## src/rtl/cpu_types_pkg.sv

```systemverilog
// Shared CPU types: register index and pipeline sequencer state.
// Imported by pipeline_ctrl and hazard_detect.
package cpu_types_pkg;

  localparam int REGBITS = 5;

  typedef logic [REGBITS-1:0] regbits_t;

  typedef enum logic [1:0] {
    RUN    = 2'd0,
    DWAIT  = 2'd1,
    DDONE  = 2'd2,
    HALTED = 2'd3
  } pipe_state_t;

endpackage

```

## src/rtl/hazard_detect.sv

```systemverilog
// Load-use hazard compare between the EX-stage load and ID sources.
// Purely combinational; register 0 never creates a hazard.
module hazard_detect
  import cpu_types_pkg::*;
#(
  parameter int REG_W = REGBITS
) (
  input  logic             ex_memread,
  input  logic [REG_W-1:0] ex_rt,
  input  logic [REG_W-1:0] id_rs,
  input  logic [REG_W-1:0] id_rt,
  output logic             loaduse
);

  logic rt_nz;
  logic hit;

  assign rt_nz   = |ex_rt;
  assign hit     = (ex_rt == id_rs) | (ex_rt == id_rt);
  assign loaduse = ex_memread & rt_nz & hit;

endmodule

```

## src/rtl/pipeline_ctrl.sv

```systemverilog
// Pipeline register / PC sequencer with dmem completion tracking.
// Optional perf counters (stall_cnt, flush_cnt) under PIPE_PERF_EN.
module pipeline_ctrl
  import cpu_types_pkg::*;
#(
  parameter int REG_W = REGBITS,
  parameter int CNT_W = 32
) (
  input  logic             CLK,
  input  logic             RST,
  input  logic             ihit,
  input  logic             dhit,
  input  logic             mem_dren,
  input  logic             mem_dwen,
  input  logic             mem_halt,
  input  logic             ex_memread,
  input  logic [REG_W-1:0] ex_rt,
  input  logic [REG_W-1:0] id_rs,
  input  logic [REG_W-1:0] id_rt,
  input  logic             ex_pcsrc,
  output logic             pc_en,
  output logic             ifid_en,
  output logic             idex_en,
  output logic             exmem_en,
  output logic             memwb_en,
  output logic             ifid_flush,
  output logic             idex_flush,
  output logic             dmem_gate,
`ifdef PIPE_PERF_EN
  output logic [CNT_W-1:0] stall_cnt,
  output logic [CNT_W-1:0] flush_cnt,
`endif
  output logic             halt
);

  pipe_state_t state_q, state_d;
  logic        halt_q, halt_d;
  logic        memop;
  logic        advance;
  logic        loaduse;
  logic        bubble;
  logic        squash;

  hazard_detect #(
    .REG_W(REG_W)
  ) u_hazard (
    .ex_memread(ex_memread),
    .ex_rt     (ex_rt),
    .id_rs     (id_rs),
    .id_rt     (id_rt),
    .loaduse   (loaduse)
  );

  assign memop = mem_dren | mem_dwen;

  always_ff @(posedge CLK or posedge RST) begin
    if (RST) begin
      state_q <= RUN;
      halt_q  <= 1'b0;
    end else begin
      state_q <= state_d;
      halt_q  <= halt_d;
    end
  end

  always_comb begin
    advance   = 1'b0;
    state_d   = state_q;
    dmem_gate = 1'b0;
    unique case (state_q)
      RUN: begin
        dmem_gate = 1'b1;
        advance   = ihit & (~memop | dhit);
        if (memop & ~dhit)
          state_d = DWAIT;
        else if (memop & dhit & ~ihit)
          state_d = DDONE;
        else if (advance & mem_halt)
          state_d = HALTED;
      end
      DWAIT: begin
        dmem_gate = 1'b1;
        advance   = ihit & dhit;
        if (dhit & ihit)
          state_d = mem_halt ? HALTED : RUN;
        else if (dhit)
          state_d = DDONE;
      end
      DDONE: begin
        advance = ihit;
        if (ihit)
          state_d = mem_halt ? HALTED : RUN;
      end
      HALTED: begin
        advance = 1'b0;
      end
      default: begin
        state_d = RUN;
      end
    endcase
  end

  // A taken branch squashes the ID instruction, so its hazard is moot.
  assign squash = advance & ex_pcsrc;
  assign bubble = advance & ~ex_pcsrc & loaduse;
  assign halt_d = halt_q | (advance & mem_halt);

  always_comb begin
    pc_en      = advance & ~bubble;
    ifid_en    = advance & ~bubble;
    idex_en    = advance;
    exmem_en   = advance;
    memwb_en   = advance;
    ifid_flush = squash;
    idex_flush = squash | bubble;
  end

  assign halt = halt_q;

`ifdef PIPE_PERF_EN
  logic [CNT_W-1:0] stall_q, stall_d;
  logic [CNT_W-1:0] flush_q, flush_d;
  logic             stall_ev;

  assign stall_ev = (state_q != HALTED) & (~advance | bubble);

  always_comb begin
    stall_d = stall_q;
    flush_d = flush_q;
    if (stall_ev && stall_q != '1)
      stall_d = stall_q + 1'b1;
    if (squash && flush_q != '1)
      flush_d = flush_q + 1'b1;
  end

  always_ff @(posedge CLK or posedge RST) begin
    if (RST) begin
      stall_q <= '0;
      flush_q <= '0;
    end else begin
      stall_q <= stall_d;
      flush_q <= flush_d;
    end
  end

  assign stall_cnt = stall_q;
  assign flush_cnt = flush_q;
`endif

endmodule
```

## config.mk

```make
export PLATFORM = sky130hd
export DESIGN_NAME = pipeline_ctrl
export DESIGN_NICKNAME = d
export VERILOG_FILES = /design/src/rtl/cpu_types_pkg.sv /design/src/rtl/hazard_detect.sv /design/src/rtl/pipeline_ctrl.sv
export SDC_FILE = /design/constraint.sdc
export NUM_CORES = 1
export LEC_CHECK = 0
export BUFFER_PORTS_ARGS = -buffer_cell sky130_fd_sc_hd__buf_2
export CAP_MARGIN = 20
export CORE_AREA = 2 2 39 41
export DETAILED_ROUTE_END_ITERATION = 10
export DIE_AREA = 0 0 41 43
export GPL_TIMING_DRIVEN = 0
export PLACE_DENSITY = 0.78
export SLEW_MARGIN = 20
export SYNTH_ARGS = -nofsm -noshare
export SYNTH_HDL_FRONTEND = slang
export SYNTH_HIERARCHICAL = 1
export SYNTH_SLANG_ARGS = --single-unit
```

## constraint.sdc

```tcl
create_clock -name CLK -period 2.1 [get_ports CLK]
set_clock_uncertainty 0.05 [all_clocks]
set_input_delay 0.315 -clock CLK [delete_from_list [all_inputs] [get_ports CLK]]
set_output_delay 0.315 -clock CLK [all_outputs]
set_load 0.05 [all_outputs]
```

==> results_dict.tcl, run 1 <==
set metrics [dict create \
    status "complete, but fails checks" \
    violations "negative setup slack" \
    grt-busiest-layer "met2" \
    wl_mm 1.324 \
    clk_path_buf_depth 2 \
    track_usage_pct 15.59 \
    final.setup.tns_ns -0.2842 \
    antenna_left 0 \
    vias 553 \
    yosysTopAreaCell "dfrtp_1" \
    crit_chain "inv_2, ha_4, a31oi_4, or2_1, a21boi_4, a21boi_4, buf_6, buf_8" \
    place_ws_ns -0.1071 \
    htree_num_levels 1 \
    multi_input_area_um2 409.1 \
    finish.utilization_pct 61.75 \
    synth_cell_types 25 \
    layout_setup_ws_ns -0.1067 \
    grt_pass1_vias 564 \
    clock_latency_ns 0.23 \
    synth_xor_area_share_pct 18.52 \
    dp_hpwl_um 954.7 \
    io_buffers 32 \
    cts_tree "done" \
    root_buffer "clkbuf_4" \
    met3_usage_pct 0 \
    antenna_found_initial 0 \
    endpoint_kind "primary output" \
    synth_nets 87 \
    firstDrtPassIters 4 \
    area_growth_pct 80.69 \
    worstSetupPathType "flop to primary output" \
    diodes 0 \
    vdd_drop_max_v 0.0007976 \
    clkSinkCount 3 \
    floorplan.rows 14 \
    grt_pass1_wl_mm 1.952 \
    syn_inst 58 \
    die_h_um 43 \
    maxCapViolations 0 \
    synth_compound_area_share_pct 21.69 \
    final_cell_mix "buf_2 (25), buf_4 (9), xor2_1 (6), buf_8 (5)" \
    synth_area_leaders "dfrtp_1 (16%), ha_1 (13%), xor2_1 (11%)" \
    avgSynthCellArea_um2 8.154 \
    worst_path_dominant_cell_family "compound AO/OA/AOI/OAI gates" \
    grt_overflow 0 \
    synthSimpleGateAreaFrac_pct 16.40 \
    dieArea_um2 1763 \
    grt_max_degree 7 \
    synth-seq-cells 3 \
    grtUsageMet2_pct 32.81 \
    final_common_cell "buf_2" \
    fillers 120 \
    gp_congestion 0.7545 \
    via_per_inst 4.726 \
    coreArea_um2 1384 \
    initial_utilization_pct 34.18 \
    fin_crit_ns 2.207 \
    crit_buf_inv 3 \
    drt_iter0_markers 4 \
    wire_per_inst_um 11.32 \
    die_w_um 41 \
    drv_slew 0 \
    worst-path-max-fanout 4 \
    worst_path_max_delay_cell "dfrtp_1" \
    grt_util_met1_pct 13.27 \
    synth.yosys.warnings 6 \
    ys_seq_area_share_pct 15.87 \
    hold_viol_final 0 \
    relSlewSlack_pct 74.95 \
    critical_path_arrival_ns 1.84 \
    finalCritPeriodShare_pct 105.1 \
    synth_top_area_share_pct 15.87 \
    rsz0062_at_grt "yes" \
    nets 131 \
    drive_gt1_share_pct 56.44 \
    drc 0 \
    regArea_um2 76.32 \
    p_leak_nw 0.4059 \
    synth_mux_area_share_pct 4.762 \
    clkTransAtPathRegs_ns 0.04 \
    synth_top_family_by_area "compound AO/OA/AOI/OAI gates" \
    max_stage_delay_ns 0.40 \
    fin_cells 117 \
    syn_area_um2 473.0 \
    synthAdderAreaFrac_pct 13.23 \
    cp.required_ns 1.74 \
    cts_buffers 3 \
    hp-class "input pin to flop" \
    ios 33 \
    worst_pin_slew_ns 0.3718 \
    place_inst 106 \
    setup_viol 4 \
    crit_path_start_kind "flop" \
    fmax_mhz 453.2 \
    power_per_cell_area_nw_per_um2 1398 \
    cp_common_cell "a21boi_4" \
]
[layer usage]
layer  part of all wire, %  vias to the layer above
li1                      -                      282
met1                    35                      249
met2                    58                       22
met3                   6.6                        0
met4                     0                        0
met5                     0                        -
[where the power goes]
group,leakage [nW],total (W),switching [W],internal [W]
sequential,0.0311,0.000109,0.0000248,0.0000846
clock,0.0150,0.0000995,0.0000284,0.0000711
combinational,0.360,0.000986,0.000528,0.000459
total,0.406,0.00120,0.000581,0.000614
[cell families (layout without fill, tap and decap cells)]
| family | Yosys count | after routing |
|---|---|---|
| AND/OR/NAND/NOR | 15 | 15 |
| AO/OA/AOI/OAI | 14 | 14 |
| XOR/XNOR | 10 | 10 |
| buffers and inverters | 9 | 52 |
| adder cells (fa/ha/maj) | 5 | 5 |
| flip-flops | 3 | 3 |
| multiplexers | 2 | 2 |
[worst paths after layout]
kind | slack [ns] | start | to | cells after the start
max | -0.11 | state_q[1] | pc_en | 8
min | 0.30 | mem_halt | halt | 2
max reg2reg | 0.32 | state_q[1] | state_q[0] | 7
min reg2reg | 0.40 | halt | halt | 1
max in group asynchronous | 1.39 | RST | state_q[0] | 3
min in group asynchronous | 0.46 | RST | state_q[1] | 3
[through the flow]
stage | hold slack, ns | instance area, µm² | power (W)
floorplan | 0.01864 | 505.5 | 0.0007105
global placement | 0.1276 | 685.7 | 0.0008417
detailed placement | 0.1334 | 685.7 | 0.0008548
CTS | 0.2912 | 839.6 | 0.001167
global route | 0.3126 | 854.6 | 0.001263
finish | 0.2962 | 854.6 | 0.001195
[final cells by class]
cell class	instances	share of cell area, %
plain buffers	3	3.075
well taps	16	2.343
clock buffers	4	3.075
multi-input cells	46	47.88
inverters	6	2.635
flip-flops and latches	3	8.931
repair buffers	39	32.06
[state kept, by name, summed over array words and instances, names as in the netlist]
signal / flops
state_q: 2
halt: 1
[timing repair]
item                       in CTS  in global routing
buffers inserted                6                  0
hold buffers                    1                  0
setup endpoints to repair       7                  7
hold endpoints to repair        3                  0
pin swaps                       5                  1
resized for setup              19                  4
[cells in the mapped netlist]
| library cell | count |
|---|---|
| inv_1 | 6 |
| xor2_1 | 6 |
| a311oi_2 | 1 |
| a21boi_2 | 2 |
| or2_1 | 1 |
| nand3_1 | 2 |
| nor3_1 | 3 |
| a21oi_1 | 1 |
| and2_1 | 1 |
| xnor2_1 | 4 |
| a31oi_1 | 2 |
| dfrtp_1 | 3 |
| mux2_2 | 2 |
| or4_1 | 1 |
| nand2_1 | 4 |
| buf_4 | 3 |
| a21o_1 | 1 |
| nor3b_1 | 1 |
| o21a_1 | 1 |
| o22ai_1 | 2 |
| ha_1 | 5 |
| nor2_1 | 1 |
| o21ai_0 | 3 |
| or2_2 | 1 |
| o21ai_1 | 1 |
No activity file was read; power rests on OpenSTA's default activity.
==> inputs of run 2 (changes only) <==
BUFFER_PORTS_ARGS = unset   (was -buffer_cell sky130_fd_sc_hd__buf_2)
DONT_BUFFER_PORTS = 1   (was unset)
PLACE_DENSITY = 0.59   (was 0.78)
SYNTH_HIERARCHICAL = unset   (was 1)
clock period = 1.8 ns   (was 2.1 ns; I/O delays follow)
==> run 2 against run 1 <==
Compared with the run above:
- the run still ends with negative setup slack left
- die area did not move
- count of clock-buffer cells in the layout did not move
- global-route usage is 2.3 points lower
- largest power group unchanged
- sequential power up 21%
==> results_dict.tcl, run 2 <==
set metrics [dict create \
    status "complete, but fails checks" \
    violations "negative setup slack" \
    syn_inst 58 \
    grt_max_degree 8 \
    clock_latency_ns 0.23 \
    fin_hold_ws_ns 0.1119 \
    dp_hpwl_um 815.9 \
    grtUsageMet2_pct 20.94 \
    setup_viol 6 \
    grt_overflow 0 \
    grt_util_met1_pct 15.91 \
    clkSinkCount 3 \
    htree_num_levels 1 \
    wl_mm 1.174 \
    final_cell_mix "xor2_1 (10), buf_4 (9), nand2_1 (4), ha_4 (4)" \
    met3_usage_pct 5.236 \
    whs_path_depth 1 \
    floorplan.rows 14 \
    root_buffer "clkbuf_4" \
    firstDrtPassIters 4 \
    hold_viol_final 0 \
    seqPwrFrac_pct 9.9 \
    track_usage_pct 13.29 \
    synth_commonest_cells "xor2_1 (10), inv_1 (6), ha_1 (5)" \
    rsz0062_at_grt "yes" \
    antenna_left 0 \
    dieArea_um2 1763 \
    fin_crit_ns 2.202 \
    cts_tree "done" \
    yosysTopAreaCell "xor2_1" \
    final_area_um2 691.9 \
    fmax_mhz 454.2 \
    synth_nets 87 \
    drc 0 \
    synth_area_leaders "xor2_1 (18%), dfrtp_1 (16%), ha_1 (13%)" \
    finalCritPeriodShare_pct 122.3 \
    relSlewSlack_pct 68.33 \
    avgSynthCellArea_um2 8.241 \
    vdd_drop_max_v 0.001063 \
    grt-busiest-layer "met2" \
    worst-path-max-fanout 7 \
    synth-seq-cells 3 \
    pwr-share-comb_pct 81.3 \
    switchingPower_w 0.0006762 \
    maxCapViolations 0 \
    grt_pass1_wl_mm 1.607 \
    syn_area_um2 478.0 \
    wire_per_inst_um 13.49 \
    p_leak_nw 0.2901 \
    worstSetupPathType "flop to primary output" \
    synth_cell_types 25 \
    final_common_cell "xor2_1" \
    power_per_cell_area_nw_per_um2 1914 \
    critical_path_arrival_ns 1.88 \
    ios 33 \
    synth_edf_count 0 \
    finish.utilization_pct 50.00 \
    vias 458 \
    final.setup.tns_ns -1.290 \
    nets 101 \
    clkPwrFrac_pct 8.8 \
    cts_buffers 3 \
    synth_top_area_share_pct 18.32 \
    async_reset_ff_share_pct 100.0 \
    ys.flop_type "dfrtp_1" \
    worst_pin_slew_ns 0.4750 \
    die_w_um 41 \
    initial_utilization_pct 34.54 \
    hp-class "input pin to flop" \
    place_area_um2 548.0 \
    ys_seq_area_share_pct 15.71 \
    clk_path_buf_depth 2 \
    coreArea_um2 1384 \
    synth_most_common_cell "xor2_1" \
    endpoint_kind "primary output" \
    diodes 0 \
    drive_gt1_share_pct 39.44 \
    largest_register_ffs 2 \
    ff2ff_path_depth 8 \
    gp_congestion 0.6402 \
    swShare_pct 51.05 \
    max_flop_register "state_q" \
    die_h_um 43 \
    io_buffers 0 \
    area_growth_pct 44.76 \
    grt_pass1_vias 425 \
    internal_power_w 0.0006484 \
    drv_slew 0 \
    crit_path_start_kind "flop" \
    cp.required_ns 1.48 \
    antenna_found_initial 0 \
    synth.yosys.warnings 0 \
    clkTransAtPathRegs_ns 0.04 \
    layout_setup_ws_ns -0.4017 \
    drt_iter0_markers 6 \
    via_per_inst 5.264 \
]
==> run 2: changes by cell type in the layout (fill, tap and decap cells not counted), moves of 2 or more <==
cell	before	now
nand3_1	2	0
mux2_2	2	0
buf_2	25	0
buf_8	5	1
o21ai_0	3	1
nor2_1	1	3
mux2_1	0	2
a21boi_4	2	0
ha_4	2	4
ha_1	3	1
xor2_1	6	10
xnor2_1	4	0
==> run 2: worst paths after layout <==
check	to	start	slack [ns]
setup / recovery	idex_flush	state_q[1]	-0.40
hold / removal	halt	mem_halt	0.11
setup reg to reg	state_q[1]	state_q[1]	0.05
hold reg to reg	state_q[1]	state_q[1]	0.60
max in group asynchronous	state_q[0]	RST	1.25
min in group asynchronous	state_q[1]	RST	0.31
==> run 2: layer usage <==
metal | wire [µm] | share of wire, % | vias to the layer above
met1 | 467 | 40 | 209
met4 | 0 | 0 | 0
li1 | - | - | 228
met5 | 0 | 0 | -
met3 | 85 | 7.2 | 0
met2 | 620 | 53 | 21
==> run 2: stage by stage <==
step                setup slack, ns  total power (W)  instances
floorplan                   -0.1583        0.0008834         58
global placement            -0.2395        0.0009551         74
detailed placement          -0.2381        0.0009554         74
CTS                         -0.4459         0.001218         85
global route                -0.4655         0.001402         87
finish                      -0.4017         0.001325         87
==> run 2: layout make-up <==
class | count | area (µm²)
clock buffer | 4 | 26.28
timing repair buffer | 9 | 73.82
multi-input combinational | 46 | 440.4
buffer | 3 | 30.03
fill | 130 | 691.9
inverter | 6 | 25.02
sequential | 3 | 76.32
tap | 16 | 20.02
==> run 2: power groups by stage <==
| stage | clock (W) | combinational (W) | sequential [W] |
|---|---|---|---|
| after floorplan | 0 | 0.000758 | 0.000126 |
| after global placement | 0 | 0.000824 | 0.000131 |
| after detailed placement | 0 | 0.000824 | 0.000131 |
| after CTS | 0.000123 | 0.000965 | 0.000130 |
| after global routing | 0.000129 | 0.00114 | 0.000134 |
| final | 0.000116 | 0.00108 | 0.000132 |
==> run 2: logic make-up (layout without fill, tap and decap cells) <==
| family | count (synthesis) | in the layout | share of synthesized area [%] |
|---|---|---|---|
| xor+xnor | 10 | 10 | 18.32 |
| compound gates | 15 | 15 | 23.82 |
| buf+inv | 9 | 22 | 9.423 |
| simple gates | 14 | 14 | 14.92 |
| fa+ha+maj | 5 | 5 | 13.09 |
| mux | 2 | 2 | 4.712 |
| flops | 3 | 3 | 15.71 |
==> run 2: worst max-delay path, stage by stage, from the launching register on <==
cell and delay [ns]:
dfrtp_1 0.39, inv_2 0.12, ha_4 0.15, inv_2 0.03, o311a_4 0.45, and2_4 0.24
o21bai_4 0.26
==> run 2: repair_timing <==
action                                  in CTS  in global routing
pin swaps                                    6                  4
resized for setup                            7                  4
buffers inserted                             6                  2
endpoints found under the hold margin        3                  0
endpoints found under the setup margin       6                  7
hold buffers                                 1                  0
==> inputs of run 3 (changes only) <==
CAP_MARGIN = 10   (was 20)
PLACE_DENSITY = 0.57   (was 0.59)
clock period = 2.76 ns   (was 1.8 ns; I/O delays follow)
==> run 3 against run 2 <==
Compared with the run above:
- via count is 11% lower
- core utilization shrank 9.9 points
- die area is the same
- combinational power is 53% lower
- final cell count down 9.2%
- critical endpoint unchanged
- total power decreased by 50%
- register-to-register slack improved by 1.0 ns
- count of clock-buffer cells in the layout is the same
- sequential cell count stayed put
- clock power decreased by 34%
- the run now ends clean
- non-clock buffer count decreased by 8
- largest cell class unchanged
==> results_dict.tcl, run 3 (synthesis gave the netlist of run 2 again) <==
set metrics [dict create \
    drive_gt1_share_pct 17.46 \
    finalCritPeriodShare_pct 94.57 \
    clkSinkCount 3 \
    relSlewSlack_pct 68.70 \
    diodes 0 \
    crit_chain "inv_1, ha_1, a211o_1, o311a_2, and2_4, o21bai_4" \
    clk_path_buf_depth 2 \
    worst_path_dominant_cell_family "compound AO/OA/AOI/OAI gates" \
    final.setup.tns_ns 0 \
    drc 0 \
    crit_buf_inv 1 \
    worstSetupPathType "flop to primary output" \
    setup_viol 0 \
    grt_overflow 0 \
    grt_max_degree 8 \
    vdd_drop_max_v 0.0003474 \
    floorplan.rows 14 \
    worst-path-max-fanout 7 \
    final_cell_mix "xor2_1 (10), inv_1 (6), ha_1 (5), nand2_1 (4)" \
    status "completed" \
    crit_path_start_kind "flop" \
    ios 33 \
    coreArea_um2 1384 \
    fillers 152 \
    fin_crit_ns 2.610 \
    final_common_cell "xor2_1" \
    area_growth_pct 15.97 \
    clkTransAtPathRegs_ns 0.04 \
    nets 93 \
    cts_tree "done" \
    gp_congestion 0.6413 \
    firstDrtPassIters 4 \
    track_usage_pct 11.88 \
    io_buffers 0 \
    die_h_um 43 \
    via_per_inst 5.139 \
    htree_num_levels 1 \
    initial_utilization_pct 34.54 \
    antenna_found_initial 0 \
    clock_latency_ns 0.23 \
    fin_hold_ws_ns 0.2563 \
    hold_viol_final 0 \
    power_per_cell_area_nw_per_um2 1188 \
    worst_path_max_delay_cell "o311a_2" \
    critical_path_arrival_ns 2.15 \
    dp_hpwl_um 780.2 \
    maxCapViolations 0 \
    grt_pass1_wl_mm 1.449 \
    endpoint_kind "primary output" \
    antenna_left 0 \
    p_leak_nw 0.2472 \
    root_buffer "clkbuf_4" \
    grt_pass1_vias 391 \
    max_stage_delay_ns 0.43 \
    max_flop_register "state_q" \
    largest_register_ffs 2 \
    rsz0062_at_grt "no" \
    dieArea_um2 1763 \
    wl_um 925 \
    cts_buffers 3 \
    wire_per_inst_um 11.71 \
    hp-class "input pin to flop" \
    die_w_um 41 \
    drv_slew 0 \
    cp.required_ns 2.30 \
    fmax_mhz 383.1 \
    drt_iter0_markers 3 \
    vias 406 \
    worst_pin_slew_ns 0.4694 \
]
[run 3: per-layer routing]
layer | vias to the layer above | GRT usage [%] | wire length [µm]
met2 | 23 | 16.88 | 414
met5 | - | 0 | 0
met1 | 173 | 15.58 | 408
met3 | 0 | 3.665 | 101
li1 | 210 | - | -
met4 | 0 | 6.000 | 0
[run 3: path summary, 6_finish.rpt]
path	startpoint	endpoint	slack [ns]	depth (start not counted)
hold reg to reg	state_q[1]	state_q[1]	0.50	1
max in group asynchronous	RST	state_q[0]	2.10	2
setup / recovery	state_q[1]	idex_flush	0.15	6
setup reg to reg	state_q[1]	state_q[0]	1.06	6
hold / removal	mem_halt	halt	0.26	1
min in group asynchronous	RST	state_q[1]	0.43	2
[run 3: area by class of cell]
type	instances	area, µm²	share of cell area, %
Multi-Input combinational cell	46	377.9	68.17
Sequential cell	3	75.07	13.54
Clock buffer	4	26.28	4.740
Buffer	3	22.52	4.063
Inverter	6	22.52	4.063
Tap cell	16	20.02	3.612
Timing Repair Buffer	1	10.01	1.806
[run 3: what timing repair did]
| action | CTS | global route |
|---|---|---|
| cloned | 0 | 0 |
| buffers inserted | 0 | 0 |
| endpoints found under the setup margin | 2 | 2 |
| resized for setup | 2 | 2 |
| pin swaps | 0 | 0 |
| hold endpoints to repair | 3 | 0 |
| hold buffers | 1 | 0 |
[run 3: through the flow]
stage | instances | setup slack (ns) | power (W) | util, % | instance area (µm²)
2_1_floorplan | 58 | 0.1763 | 0.0005220 | - | 478.0
3_3_place_gp | 74 | 0.03178 | 0.0005687 | 35.99 | 498.0
3_5_place_dp | 74 | 0.01666 | 0.0005693 | 35.99 | 498.0
4_1_cts | 79 | 0.02615 | 0.0006570 | 38.97 | 539.3
5_1_grt | 79 | 0.01936 | 0.0007090 | 40.05 | 554.3
6_report | 79 | 0.1500 | 0.0006586 | 40.05 | 554.3
[run 3: report_power, final]
group,total [W],internal [W],switching [W],leakage (nW)
combinational,0.000504,0.000171,0.000333,0.200
clock,0.0000769,0.0000542,0.0000227,0.0150
sequential,0.0000777,0.0000619,0.0000158,0.0321
total,0.000659,0.000287,0.000372,0.247
